`src/rtl/wait_sched.sv`:
```
// wait_sched: round-robin arbiter handing one shared wait_fsm timer to N requesters.
// Define WAIT_SCHED_WDOG_EN to add a RUN-state watchdog that kills a stuck wait.
module wait_sched #(
    parameter int unsigned N           = 4,
    parameter int unsigned WDOG_CYCLES = 64
) (
    input  logic         clk,
    input  logic         reset,
    input  logic [N-1:0] req,
    input  logic [N-1:0] cancel,
    output logic [N-1:0] grant,
    output logic [N-1:0] done_out,
    output logic         tmr_go,
    output logic         tmr_kill,
    input  logic         tmr_idle,
    input  logic         tmr_done,
    output logic         wdog_err
);
    localparam int unsigned IW = $clog2(N);

    typedef enum logic [1:0] {
        S_IDLE,
        S_START,
        S_RUN,
        S_KILL
    } state_t;

    state_t        state, state_n;
    logic [N-1:0]  grant_n, done_n;
    logic          go_n, kill_n;
    logic [IW-1:0] ptr, ptr_n, owner, owner_n;
    logic [IW-1:0] winner, cand, owner_inc;
    logic          found;

    if (N < 2 || N > 16 || WDOG_CYCLES < 2) begin : g_bad_params
        $error("wait_sched: unsupported N or WDOG_CYCLES");
    end

`ifdef WAIT_SCHED_WDOG_EN
    localparam int unsigned CW = (WDOG_CYCLES > 2) ? $clog2(WDOG_CYCLES) : 1;
    logic [CW-1:0] cnt, cnt_n;
    logic          wdog_n;
`endif

    // First pending request at or after the rotating pointer.
    always_comb begin : pick_winner
        found  = 1'b0;
        winner = '0;
        cand   = '0;
        for (int unsigned i = 0; i < N; i++) begin
            cand = IW'((32'(ptr) + i) % N);
            if (!found && req[cand]) begin
                found  = 1'b1;
                winner = cand;
            end
        end
    end

    assign owner_inc = (owner == IW'(N - 1)) ? '0 : owner + IW'(1);

    always_comb begin : next_state
        state_n = state;
        grant_n = grant;
        owner_n = owner;
        ptr_n   = ptr;
        done_n  = '0;
        go_n    = 1'b0;
        kill_n  = tmr_kill;
`ifdef WAIT_SCHED_WDOG_EN
        cnt_n   = cnt;
        wdog_n  = 1'b0;
`endif
        case (state)
            S_IDLE: begin
                // A busy timer blocks new grants even if requests are pending.
                if (tmr_idle && found) begin
                    grant_n = N'(1) << winner;
                    owner_n = winner;
                    state_n = S_START;
                end
            end
            S_START: begin
                go_n    = 1'b1;
                state_n = S_RUN;
`ifdef WAIT_SCHED_WDOG_EN
                cnt_n   = '0;
`endif
            end
            S_RUN: begin
                // Completion takes priority over a same-cycle cancel.
                if (tmr_done) begin
                    done_n  = grant;
                    grant_n = '0;
                    ptr_n   = owner_inc;
                    state_n = S_IDLE;
                end else if (cancel[owner]) begin
                    kill_n  = 1'b1;
                    state_n = S_KILL;
`ifdef WAIT_SCHED_WDOG_EN
                end else if (cnt == CW'(WDOG_CYCLES - 1)) begin
                    wdog_n  = 1'b1;
                    kill_n  = 1'b1;
                    state_n = S_KILL;
                end else begin
                    cnt_n   = cnt + CW'(1);
`endif
                end
            end
            S_KILL: begin
                if (tmr_idle) begin
                    kill_n  = 1'b0;
                    grant_n = '0;
                    ptr_n   = owner_inc;
                    state_n = S_IDLE;
                end
            end
            default: state_n = S_IDLE;
        endcase
    end

    always_ff @(posedge clk or negedge reset) begin : regs
        if (!reset) begin
            state    <= S_IDLE;
            grant    <= '0;
            done_out <= '0;
            tmr_go   <= 1'b0;
            tmr_kill <= 1'b0;
            ptr      <= '0;
            owner    <= '0;
        end else begin
            state    <= state_n;
            grant    <= grant_n;
            done_out <= done_n;
            tmr_go   <= go_n;
            tmr_kill <= kill_n;
            ptr      <= ptr_n;
            owner    <= owner_n;
        end
    end

`ifdef WAIT_SCHED_WDOG_EN
    always_ff @(posedge clk or negedge reset) begin : wdog_regs
        if (!reset) begin
            cnt      <= '0;
            wdog_err <= 1'b0;
        end else begin
            cnt      <= cnt_n;
            wdog_err <= wdog_n;
        end
    end
`else
    assign wdog_err = 1'b0;
`endif

endmodule
```
`config.mk`:
```
export PLATFORM = sky130hd
export DESIGN_NAME = wait_sched
export DESIGN_NICKNAME = d
export VERILOG_FILES = /design/src/rtl/wait_sched.sv
export SDC_FILE = /design/constraint.sdc
export NUM_CORES = 1
export LEC_CHECK = 0
export ABC_CLOCK_PERIOD_IN_PS = 1340
export BUFFER_PORTS_ARGS = -buffer_cell sky130_fd_sc_hd__buf_2
export CORE_AREA = 10 10 49 60
export DETAILED_ROUTE_END_ITERATION = 16
export DIE_AREA = 0 0 59 70
export PLACE_DENSITY = 0.67
export SYNTH_ARGS = -nofsm -noshare
export SYNTH_HDL_FRONTEND = slang
export SYNTH_SLANG_ARGS = --single-unit
```
`constraint.sdc`:
```
create_clock -name clk -period 1.34 [get_ports clk]
set_input_delay 0.268 -clock clk [delete_from_list [all_inputs] [get_ports clk]]
set_output_delay 0.268 -clock clk [all_outputs]
set_load 0.01 [all_outputs]
```
==> out/metrics.cfg <==
[sta]
final-setup-viol-count=4
slew_headroom_pct=61.79
hold_viol_final=0
worst_pin_slew_ns=0.5670
finalCritPeriodShare_pct=103.1
tns_ns=-0.1341
period_needed_ns=1.381
finClkSkew_ns=0.002959
setup_ws_ns=-0.04139
slew_violations=0
rsz0062_at_grt=yes
max_freq_mhz=723.9

[logic_synthesis]
synth_top_area_share_pct=52.55
synth_cell_types=29
seq_area_frac_synth_pct=52.55
synthCells=63
ys.flop_type=dfrtp_1
avgSynthCellArea_um2=12.09
ys_warn_count=0
ys_ff_latch=16
ys_async_sr_fraction_pct=100.0
synth_area_leader_cell=dfrtp_1
synth_edf_count=0
synth_area_leaders=dfrtp_1, mux2_2, a32o_1, and2_1, mux4_2
syn_area_um2=762.0
syn_nets=76

[clock_tree]
cts_root_buffer=clkbuf_4
clkTransAtPathRegs_ns=0.09
clk_latency_ns=0.29
cts_buffer_depth=2
cts_tree=yes
htreeDepth=1
clock_sinks=16
numCtsBuffers=3

[floorplan]
core_um2=1892
rows=18
dieWidth_um=59
dieArea_um2=4130
die_y_um=70
floorplan.io_pins=23
initial_utilization_pct=40.28

[critical_path]
crit_type=reg -> reg
end_kind=flop
worst_ep_required_time_ns=1.52
crit_arrival_ns=1.56
path_cells=nor2b_4 -> mux2_4 -> a21o_1 -> a32o_1
slowest_delay_ns=0.46
crit_slowest_cell=dfrtp_2
start_kind=flop
path_max_fanout=4

[placed_design]
routabilityCongestion=0.7573
post-dp-hpwl_um=1416
dp_cells=112
numPortBuffers=21

[pwr]
irDropWorstVdd_mv=1.015
total_leakage_power_uw=0.0005219
total_power_uw=2037
powerDensity_nw_per_um2=2000

[global_route]
grt_max_degree=17
grt_pass1_vias=691
grt-ovfl-total=0
grt_pass1_wl_um=2967
grt_usage_pct=8.942
antenna_found_initial=0

[routing]
first_pass_iters=4
route.detailed.wl_per_inst_um=15.31
wirelength_um=1807
ant_nets=0
route.detailed.drc=0
viasPerCell=5.424
num_vias=640
drt_iter0_markers=10

[hold_path]
hold_path_class=in -> reg

[layout]
instances_no_fill=118
num_antenna_cells=0
drive_above_1_share_pct=51.02
nNetsFinal=113
area_growth_syn_to_layout_pct=33.66

[run_status]
status=finished, violations left
violations=setup timing

[flow_run]
max_cap_violations=0

[registers in the layout, summed over array words and instances (netlist names)]
signal,cells
tmr_go,1
tmr_kill,1
state,2
ptr,2
grant,4
owner,2
done_out,4
[synth_stat cells, types with 2 or more instances]
cell     instances
nand2_1          5
a32o_1           4
o21ai_0          3
dfrtp_1         16
mux2_2           4
a21oi_1          2
inv_1            2
a21o_1           2
and2_1           4
nor2_1           2
[cell families after synthesis]
group                      Yosys count  synth area share [%]
AOI/OAI and AO/OA                   19                 20.03
and+or+nand+nor                     15                 10.67
adders and majority gates            1                 1.642
other                                1                0.4921
buffers and inverters                4                 2.463
DFF                                 16                 52.54
muxes                                7                 12.15
[worst paths after layout]
check                      slack, ns  startpoint           to  cells after the start
max                            -0.04    state[1]     grant[0]                      4
min                             0.35    tmr_idle     state[0]                      4
max reg2reg                    -0.04    state[1]     grant[0]                      4
min reg2reg                     0.52    grant[0]  done_out[0]                      1
max in group asynchronous       0.65       reset     state[0]                      2
min in group asynchronous       0.41       reset     grant[1]                      2
[cell usage in the layout, fill, tap and decap left out, types with 2 or more instances in the layout]
cell      count
a21o_1        2
a21oi_1       2
a32o_1        4
and2_1        4
buf_2        21
buf_4        11
clkbuf_4      3
dfrtp_1      14
dfrtp_2       2
inv_1         2
mux2_2        4
nand2_1       4
nor2_1        2
o21ai_0       3
[power breakdown]
| group | leakage (uW) | switching, uW | internal [uW] | total (uW) |
|---|---|---|---|---|
| clock | 0.0000138 | 149 | 105 | 254 |
| sequential | 0.000206 | 160 | 665 | 825 |
| combinational | 0.000303 | 420 | 539 | 958 |
[stage by stage]
| step | worst slack (ns) | utilization [%] | instance area (um2) | hold WS (ns) |
|---|---|---|---|---|
| after detailed placement | -0.1416 | 50.33 | 952.2 | 0.1965 |
| after global placement | -0.1092 | 50.33 | 952.2 | 0.1934 |
| after CTS | -0.01971 | 53.31 | 1008 | 0.3461 |
| after global routing | -0.07158 | 53.84 | 1018 | 0.3733 |
| final | -0.04139 | 53.84 | 1018 | 0.3456 |
| after floorplan | 0.01996 | - | 762.0 | -0.02759 |
[critical path: cells and delay by family (launching register included)]
kind | cells | cell delay [ns]
AOI/OAI and AO/OA | 2 | 0.41
DFF | 1 | 0.46
and+or+nand+nor | 1 | 0.15
muxes | 1 | 0.26
[per-layer routing]
layer	GRT usage (%)	part of all wire, %
met4	3.836	2.2
met1	9.159	40
met3	3.617	7.2
met5	0	0
met2	15.22	50
[repair_timing]
action                     CTS  global route
hold buffers                 1             0
setup endpoints to repair    7             6
hold endpoints to repair    16             0
pin swaps                    1             4
gates resized for setup      3             3
buffers inserted             2             0
[cell type report]
| type | count | area (um2) |
|---|---|---|
| fillers | 188 | 873.3 |
| repair buffers | 33 | 197.7 |
| well taps | 20 | 25.02 |
| multi-input cells | 43 | 359.1 |
| inverters | 3 | 11.26 |
| clock buffers | 3 | 22.52 |
| flip-flops and latches | 16 | 402.9 |
Power figures use the tool's default switching activity.
